[config.mk]
export PLATFORM = sky130hd
export DESIGN_NAME = fb_line_reader_flat
export DESIGN_NICKNAME = d
export VERILOG_FILES = /design/src/rtl/fb_line_reader_if.sv /design/src/rtl/fb_line_reader.sv /design/src/flat_wrapper.sv
export SDC_FILE = /design/constraint.sdc
export NUM_CORES = 1
export LEC_CHECK = 0
export BUFFER_PORTS_ARGS = -buffer_cell sky130_fd_sc_hd__buf_2
export CORE_ASPECT_RATIO = 2
export CORE_MARGIN = 3
export CORE_UTILIZATION = 49
export DETAILED_ROUTE_END_ITERATION = 12
export GPL_ROUTABILITY_DRIVEN = 0
export PLACE_DENSITY = 0.73
export SLEW_MARGIN = 20
export SYNTH_ARGS = -nofsm -noshare
export SYNTH_HDL_FRONTEND = slang
export SYNTH_SLANG_ARGS = --single-unit
export TNS_END_PERCENT = 100
[constraint.sdc]
create_clock -name clk -period 3.3 [get_ports clk]
set_clock_uncertainty 0.15 [all_clocks]
set_input_delay 0.66 -clock clk [delete_from_list [all_inputs] [get_ports clk]]
set_output_delay 0.66 -clock clk [all_outputs]
set_load 0.005 [all_outputs]
[src/rtl/fb_line_reader_if.sv]
// fb_line_reader_if: framebuffer RAM read port, pixel stream and line control of fb_line_reader
interface fb_line_reader_if #(
   parameter int ADDRW = 17,
   parameter int CIDXW = 4
);
   logic             frame;
   logic             start;
   logic             rd_en;
   logic [ADDRW-1:0] rd_addr;
   logic [CIDXW-1:0] rd_data;
   logic [CIDXW-1:0] out_cidx;
   logic             out_valid;
   logic             out_ready;
   logic             busy;
   logic             line_done;
   modport master (
      input  frame, start, rd_data, out_ready,
      output rd_en, rd_addr, out_cidx, out_valid, busy, line_done
   );
   modport slave (
      output frame, start, rd_data, out_ready,
      input  rd_en, rd_addr, out_cidx, out_valid, busy, line_done
   );
endinterface

[src/rtl/fb_line_reader.sv]
// fb_line_reader: fetches one framebuffer row per line request and streams it scaled by SCALE on both axes.
// Optional: define FB_LINE_READER_STATS_EN to add the 16-bit saturating stall_cnt underrun counter.
module fb_line_reader #(
   parameter int WIDTH  = 320,
   parameter int HEIGHT = 240,
   parameter int CIDXW  = 4,
   parameter int SCALE  = 2,
   parameter int ADDRW  = $clog2(WIDTH*HEIGHT)
) (
   input  logic clk,
   input  logic rst_n,
   fb_line_reader_if.master bus
`ifdef FB_LINE_READER_STATS_EN
   ,
   output logic [15:0] stall_cnt
`endif
);
   localparam int CW = WIDTH  > 1 ? $clog2(WIDTH)  : 1;
   localparam int RW = HEIGHT > 1 ? $clog2(HEIGHT) : 1;
   localparam int SW = SCALE  > 1 ? $clog2(SCALE)  : 1;

   typedef enum logic [1:0] {IDLE, FETCH, DRAIN} state_t;

   state_t           state, state_nx, st;
   logic [CW-1:0]    col, col_nx, c;
   logic [RW-1:0]    row;
   logic [SW-1:0]    rep, hcnt;
   logic [ADDRW-1:0] base, b;
   logic [CIDXW-1:0] mem [3];
   logic [1:0]       wp, rp, cnt;
   logic             v2, issue, done, beat, pop, room, last;

   assign bus.out_valid = cnt != 2'd0;
   assign bus.out_cidx  = mem[rp];
   assign bus.busy      = state != IDLE;
   assign beat = bus.out_valid && bus.out_ready;
   assign pop  = beat && hcnt == SW'(SCALE-1);
   // a slot exists when what the FIFO will hold after this cycle's pop, plus reads still in the RAM pipe, is under 3
   assign room = ({1'b0, cnt} + 3'(bus.rd_en) + 3'(v2) - 3'(pop)) < 3'd3;
   assign last = pop && cnt == 2'd1 && !bus.rd_en && !v2;

   // next state and read issue; frame behaves as an immediate return to IDLE on row 0 so a same-cycle start is honoured
   always_comb begin
      st       = bus.frame ? IDLE : state;
      c        = bus.frame ? '0 : col;
      b        = bus.frame ? '0 : base;
      state_nx = st;
      col_nx   = c;
      issue    = 1'b0;
      done     = 1'b0;
      case (st)
         IDLE: if (bus.start) begin
            issue    = 1'b1;
            col_nx   = CW'(WIDTH > 1 ? 1 : 0);
            state_nx = WIDTH > 1 ? FETCH : DRAIN;
         end
         FETCH: if (room) begin
            issue    = 1'b1;
            col_nx   = col == CW'(WIDTH-1) ? '0 : col + 1'b1;
            state_nx = col == CW'(WIDTH-1) ? DRAIN : FETCH;
         end
         DRAIN: if (last) begin
            done     = 1'b1;
            state_nx = IDLE;
         end
         default: state_nx = IDLE;
      endcase
   end

   // state, RAM request, FIFO and row/repeat bookkeeping
   always_ff @(posedge clk) begin
      if (!rst_n) begin
         state         <= IDLE;
         col           <= '0;
         row           <= '0;
         rep           <= '0;
         base          <= '0;
         hcnt          <= '0;
         wp            <= '0;
         rp            <= '0;
         cnt           <= '0;
         v2            <= 1'b0;
         mem           <= '{default: '0};
         bus.rd_en     <= 1'b0;
         bus.rd_addr   <= '0;
         bus.line_done <= 1'b0;
      end else begin
         state         <= state_nx;
         col           <= col_nx;
         bus.rd_en     <= issue;
         bus.line_done <= done;
         v2            <= bus.rd_en && !bus.frame;
         if (issue)
            bus.rd_addr <= b + ADDRW'(c);
         if (bus.frame) begin
            row  <= '0;
            rep  <= '0;
            base <= '0;
            hcnt <= '0;
            wp   <= '0;
            rp   <= '0;
            cnt  <= '0;
         end else begin
            if (v2) begin
               mem[wp] <= bus.rd_data;
               wp      <= wp == 2'd2 ? 2'd0 : wp + 2'd1;
            end
            if (pop)
               rp <= rp == 2'd2 ? 2'd0 : rp + 2'd1;
            if (beat)
               hcnt <= pop ? '0 : hcnt + 1'b1;
            cnt <= cnt + 2'(v2) - 2'(pop);
            if (done) begin
               rep  <= rep == SW'(SCALE-1) ? '0 : rep + 1'b1;
               row  <= rep != SW'(SCALE-1) ? row : row == RW'(HEIGHT-1) ? '0 : row + 1'b1;
               base <= rep != SW'(SCALE-1) ? base : row == RW'(HEIGHT-1) ? '0 : base + ADDRW'(WIDTH);
            end
         end
      end
   end

`ifdef FB_LINE_READER_STATS_EN
   logic seen;

   // count underrun cycles once a line has delivered its first beat
   always_ff @(posedge clk) begin
      if (!rst_n || bus.frame) begin
         stall_cnt <= '0;
         seen      <= 1'b0;
      end else begin
         seen <= !done && (seen || beat);
         if (seen && bus.busy && bus.out_ready && !bus.out_valid && stall_cnt != 16'hFFFF)
            stall_cnt <= stall_cnt + 16'd1;
      end
   end
`endif
endmodule
[src/flat_wrapper.sv]
// flat-port wrapper written by rule: the top's interface ports become plain ports
module fb_line_reader_flat 
#(
   parameter int WIDTH  = 320,
   parameter int HEIGHT = 240,
   parameter int CIDXW  = 4,
   parameter int SCALE  = 2,
   parameter int ADDRW  = $clog2(WIDTH*HEIGHT)
)
  (clk, rst_n, bus_frame, bus_start, bus_rd_data, bus_out_ready, bus_rd_en, bus_rd_addr, bus_out_cidx, bus_out_valid, bus_busy, bus_line_done);
  fb_line_reader_if #(.ADDRW(ADDRW), .CIDXW(CIDXW)) bus_i ();
  input  logic clk;
  input  logic rst_n;
  input wire logic [$bits(bus_i.frame)-1:0] bus_frame;
  input wire logic [$bits(bus_i.start)-1:0] bus_start;
  input wire logic [$bits(bus_i.rd_data)-1:0] bus_rd_data;
  input wire logic [$bits(bus_i.out_ready)-1:0] bus_out_ready;
  output wire logic [$bits(bus_i.rd_en)-1:0] bus_rd_en;
  output wire logic [$bits(bus_i.rd_addr)-1:0] bus_rd_addr;
  output wire logic [$bits(bus_i.out_cidx)-1:0] bus_out_cidx;
  output wire logic [$bits(bus_i.out_valid)-1:0] bus_out_valid;
  output wire logic [$bits(bus_i.busy)-1:0] bus_busy;
  output wire logic [$bits(bus_i.line_done)-1:0] bus_line_done;
  assign bus_i.frame = bus_frame;
  assign bus_i.start = bus_start;
  assign bus_i.rd_data = bus_rd_data;
  assign bus_i.out_ready = bus_out_ready;
  assign bus_rd_en = bus_i.rd_en;
  assign bus_rd_addr = bus_i.rd_addr;
  assign bus_out_cidx = bus_i.out_cidx;
  assign bus_out_valid = bus_i.out_valid;
  assign bus_busy = bus_i.busy;
  assign bus_line_done = bus_i.line_done;
  fb_line_reader #(.WIDTH(WIDTH), .HEIGHT(HEIGHT), .CIDXW(CIDXW), .SCALE(SCALE), .ADDRW(ADDRW)) u_core (.clk(clk), .rst_n(rst_n), .bus(bus_i));
endmodule
# Word-level counts from Yosys, hierarchy flattened
# Cells that the tools add are included.
# Widths: inputs -> output; s select.
[classes]
add_sub_neg = 13
magnitude_cmp = 4
n_eq_ne = 7
n_mux = 29
bitwise_logic = 4
n_reduce_logical = 16
[op_table]
columns = ["cell", "count"]
rows = [
  ["$mux 9", 4],
  ["$mux 17", 2],
  ["$pmux 9 s2", 1],
  ["$add 17x9->17", 1],
  ["$add 17x9->17 const B", 1],
  ["$mux 2", 7],
  ["$bwmux 12", 1],
  ["$mux 4", 3],
  ["$add 9x1->9 const B", 1],
  ["$eq 9x9->1 const B", 1],
  ["$add 8x1->8 const B", 1],
  ["$bmux 4 s2", 1],
  ["$demux 4 s2", 1],
  ["$eq 8x8->1 const B", 1],
  ["$mux 8", 1],
  ["$logic_and 1x1->1", 7],
  ["$eq 2x2->1 const B", 3],
  ["$ge 3x3->1 const B", 2],
  ["$mux 1", 6],
  ["$not 2->3", 2],
  ["$pmux 2 s3", 1],
  ["$add 2x1->2 const B", 2],
  ["$eq 2x1->1 const B", 2],
  ["$reduce_and 2->1", 2],
  ["14 further kinds", 19],
]
[word_totals]
register_bits = 76
output_inout_bits = 25

# Depth between registers and ports, before layout
[depth]
word_depth = 9
depth_mapped = 13
depth_no_buf = 13

# Worst setup path after synthesis
# Ideal clock, no wire load.
[synth_timing]
kind = "register to register"
start = "register u_core.cnt[1]"
end = "register u_core.bus.rd_addr[10]"
arrival_time_ns = 3.166
t_required_ns = 3.088
slack_ns = -0.078
path_stages_with_launch = 12
n_path_buf = 0
period_less_slack_ns = 3.378
path_cell_list = "dfxtp_1 or2_2 nand3_1 inv_1 ha_1 fa_1 inv_1 fa_1 nor2b_1 o32a_1 or4_1 nand3_1"
[synth_via]
elab_chain_cells = 7
[synth_lines]
columns = ["element", "line", "source"]
rows = [
  ["start, declared", "fb_line_reader.sv:30", "logic [1:0] wp, rp, cnt;"],
  ["start signal, assigned", "fb_line_reader.sv:112", "cnt <= cnt + 2'(v2) - 2'(pop);"],
  ["$reduce_bool 2->1", "fb_line_reader.sv:33", "assign bus.out_valid = cnt != 2'd0;"],
  ["named net bus_out_valid", "flat_wrapper.sv:21", "output wire logic [$bits(bus_i.out_valid)-1:0] bus_out_valid;"],
  ["$logic_and 1x1->1", "fb_line_reader.sv:36", "assign beat = bus.out_valid && bus.out_ready;"],
  ["$logic_and 1x1->1", "fb_line_reader.sv:37", "assign pop = beat && hcnt == SW'(SCALE-1);"],
  ["named net u_core.pop", "fb_line_reader.sv:31", "logic v2, issue, done, beat, pop, room, last;"],
  ["$sub 3x1->3", "fb_line_reader.sv:39", "assign room = ({1'b0, cnt} + 3'(bus.rd_en) + 3'(v2) - 3'(pop)) < 3'd3;"],
  ["$lt 3x2->1", "fb_line_reader.sv:39", ""],
  ["$mux 1", "fb_line_reader.sv:57", "FETCH: if (room) begin"],
  ["$pmux 1 s2", "fb_line_reader.sv:51", "case (st)"],
  ["end signal, assigned", "fb_line_reader.sv:94", "bus.rd_addr <= b + ADDRW'(c);"],
  ["end, declared", "fb_line_reader_if.sv:18", "output rd_en, rd_addr, out_cidx, out_valid, busy, line_done"],
]
# The timed path passes the listed nets, and every way through them passes these cells.
# A chain may end at the register's enable or synchronous reset.

# Worst setup path after layout
[layout_timing]
start = "register u_core.cnt[1]"
end = "register u_core.bus.rd_addr[10]"
[layout_via]
elab_chain_cells = 7
[layout_lines]
columns = ["element", "line"]
rows = [
  ["$reduce_bool 2->1", "fb_line_reader.sv:33"],
  ["$logic_and 1x1->1", "fb_line_reader.sv:36"],
  ["$logic_and 1x1->1", "fb_line_reader.sv:37"],
  ["named net u_core.pop", "fb_line_reader.sv:31"],
  ["$sub 3x1->3", "fb_line_reader.sv:39"],
  ["$lt 3x2->1", "fb_line_reader.sv:39"],
  ["$mux 1", "fb_line_reader.sv:57"],
  ["$pmux 1 s2", "fb_line_reader.sv:51"],
]
# The timed path passes the listed nets, and every way through them passes these cells.

==> parameters.txt <==
Parameter                              Value

Power
  Tot Pwr    2.06 mW
  Leakage Power    1.97 nW
  Power per standard cell area    428 mW/mm^2
  Largest vdd supply drop    0.357 mV

Timing
  Fin. Hold Viols    0
  Ratio of final minimum period to clock period    0.967
  Final count of negative-setup-slack endpoints    0
  Transition time at the pin with the least slew margin    0.762 ns
  Worst hold margin    0.296 ns
  Sum Neg Setup Slack    0 ns
  Minimum clock period after layout    3.19 ns
  Final critical-path setup slack    0.109 ns
  Max-slew violations    0
  Unrepaired setup endpoints after global routing    yes
  Relative max-transition margin    0.488
  Fmax    0.313 GHz

Final layout
  Total inserted antenna cells    0
  Proportion of layout cells with a drive suffix above 1    0.187
  Register cell area after layout    0.00140 sq mm
  Post-route standard cell area excluding fillers    0.00480 sq mm
  Area of the multi-input gates    0.00244 sq mm
  Leading cell type in the layout, fill and taps excluded    dfxtp_1
  Number of nets in the final layout    561
  Synth-to-Final Area Change    21.8%
  Leading cell types in the layout, fill and taps excluded    dfxtp_1 (70), nor2_1 (59), nand2_1 (35), buf_2 (33), a21oi_1 (28)
  Count of filler cells inserted in the layout    655

Die
  I/O pin count    34
  Core region area    0.00771 sq mm
  # rows    45
  Initial Utilization    0.511
  Overall die width    69.4 microns
  Vertical die dimension    133 microns
  Area of the die    0.00923 sq mm

Yosys
  Cell types occupying the most area after synthesis    dfxtp_1 (36%), nor2_1 (5.6%), mux2i_1 (4.8%)
  Area share of the largest cell type after synthesis    0.355
  Average instance area after synthesis    8.36 sq um
  Mapped Area    0.00395 sq mm
  Syn. warnings    0
  Cell variety after synth    64
  FF+latch count, synth    70
  Number of flops mapped to enable cells by yosys    0
  Library cell occupying the most area in the post-synthesis netlist    dfxtp_1
  Share of flip-flops with an asynchronous set or reset after synthesis    0
  Number of instances in the synthesized netlist    472
  Most used DFF post-synth    dfxtp_1
  Sequential element share of the synthesized area    0.355

CTS
  Total number of H-tree levels    3
  Clock insertion delay at the later pin of the skew report    0.33 ns
  Clock Tree Buf Depth    2
  Clock tree from TritonCTS    built
  Inserted Clock Buffers    9
  Number of sinks driven by the clock tree    70
  Clk root buf    clkbuf_16
  CTS clk-pin slew, worst paths    0.06 ns

Drt
  Violation count after the first detailed-route iteration    288
  ANT nets after route    0
  Pre-antenna DRT Iters    4
  Via density    5.77
  Total Wirelength    9710 microns
  Post-route DRC    0
  WL/cell    15.3 microns
  Routed via count    3650

Global route
  Gr ovfl total    0
  Total global routing track utilization    0.212
  Pin count of the biggest net entering global routing    32
  Antenna violations before repair    0
  Via count of the first global-routing pass    3639
  Global-route wire length before repair    16000 microns

Placed design
  Area of placed instances    0.00440 sq mm
  Port buffer count    33
  Pre-CTS setup slack    -0.243 ns
  HPWL after DPL    7100 microns

Critical path
  Critical Path RT    3.42 ns
  Critical path class    reg2reg
  Arr. time, crit path    3.32 ns
  CP Capture Type    flop
  Type of origin of the critical path    flop
  Origin of the worst setup path    u_core.cnt[1]
  Crit path max fanout    8
  Source of the worst register-to-register timing path    u_core.cnt[1]

Hold path
  Path type of the worst min-delay path    reg2reg
  Min-Delay Startpoint    u_core.bus.rd_addr[2]

Status
  Run status    finished, final reports clean

Job
  Number of violations of the max-capacitance limit    0
==> synthesized netlist by cell type (5+ instances only) <==
| cell type | n |
|---|---|
| ha_1 | 15 |
| nor3_1 | 14 |
| inv_1 | 21 |
| o21ai_0 | 15 |
| mux2i_1 | 19 |
| nor2b_1 | 18 |
| a31oi_1 | 6 |
| dfxtp_1 | 70 |
| nand4_1 | 6 |
| clkbuf_1 | 12 |
| xor2_1 | 5 |
| a21o_1 | 5 |
| a21oi_1 | 28 |
| xnor2_1 | 17 |
| nand2b_1 | 12 |
| and3_1 | 9 |
| nor2_1 | 59 |
| nand3_1 | 26 |
| nand2_1 | 35 |
==> cell type report <==
type                            count  area share
Timing Repair Buffer               63      0.0933
Inverter                           22      0.0172
Clock inverter                      6      0.0180
Sequential cell                    70       0.292
Multi-Input combinational cell    368       0.508
Clock buffer                       10      0.0477
Tap cell                           94      0.0245
==> sequential cells by signal (all words and copies together) (netlist names) <==
signal,count
u_core.col,9
u_core.cnt,2
u_core.wp,2
u_core.v2,1
u_core.bus.line_done,1
u_core.bus.rd_addr,17
u_core.rep,1
u_core.state,2
u_core.base,11
u_core.hcnt,1
u_core.mem,12
u_core.row,8
u_core.bus.rd_en,1
u_core.rp,2
==> through the flow <==
stage	cells	util
detailed placement	614	0.570
CTS	632	0.619
global placement	614	0.570
floorplan	477	-
global route	633	0.623
finish	633	0.623
==> timing repair <==
item / 4_1_cts / 5_1_grt
setup endpoints to repair: 10 / 6
gates cloned: 1 / 0
setup buffers: 1 / 1
gates resized for setup: 7 / 3
hold buffers: 0 / 0
pin swaps: 3 / 1
==> metal layers <==
metal	vias to the layer above	part of all wire	wire length (microns)	global-route usage
li1	1798	-	-	-
met1	1724	0.37	3620	0.213
met2	94	0.56	5430	0.409
met3	34	0.034	332	0.0289
met4	0	0.033	319	0.111
met5	-	0	0	0
==> report_power, final <==
part / total, mW / switching, mW / internal [mW]
Combinational: 0.165 / 0.0881 / 0.0773
Sequential: 0.864 / 0.00795 / 0.856
Clock: 1.03 / 0.367 / 0.660
Total: 2.06 / 0.463 / 1.59
==> final timing paths <==
path / endpoint / slack [ns] / cells after the start
setup reg to reg: u_core.bus.rd_addr[10] / 0.11 / 12
setup / recovery: u_core.bus.rd_addr[10] / 0.11 / 12
hold reg to reg: u_core.bus.rd_addr[2] / 0.30 / 2
hold / removal: u_core.bus.rd_addr[2] / 0.30 / 2
==> logic make-up (layout without fill, tap and decap cells) <==
logic type	after synthesis	in the layout	synth area share
AND/OR/NAND/NOR	206	206	0.263
AO/OA/AOI/OAI	95	95	0.175
multiplexers	20	20	0.0511
other	2	7	0.00190
XOR/XNOR	22	22	0.0488
buffers and inverters	39	101	0.0422
flip-flops	70	70	0.355
adder cells (fa/ha/maj)	18	18	0.0628
==> worst max-delay path: stages (launching register included) <==
cell     delay [ns]
dfxtp_1        0.31
or2_4          0.25
nand3_2        0.09
inv_2          0.05
ha_4           0.24
fa_2           0.33
inv_2          0.06
fa_1           0.43
nor2b_4        0.15
o32a_4         0.34
buf_12         0.14
or4_1          0.51
nand3_1        0.09
Power figures use the tool's default switching activity.
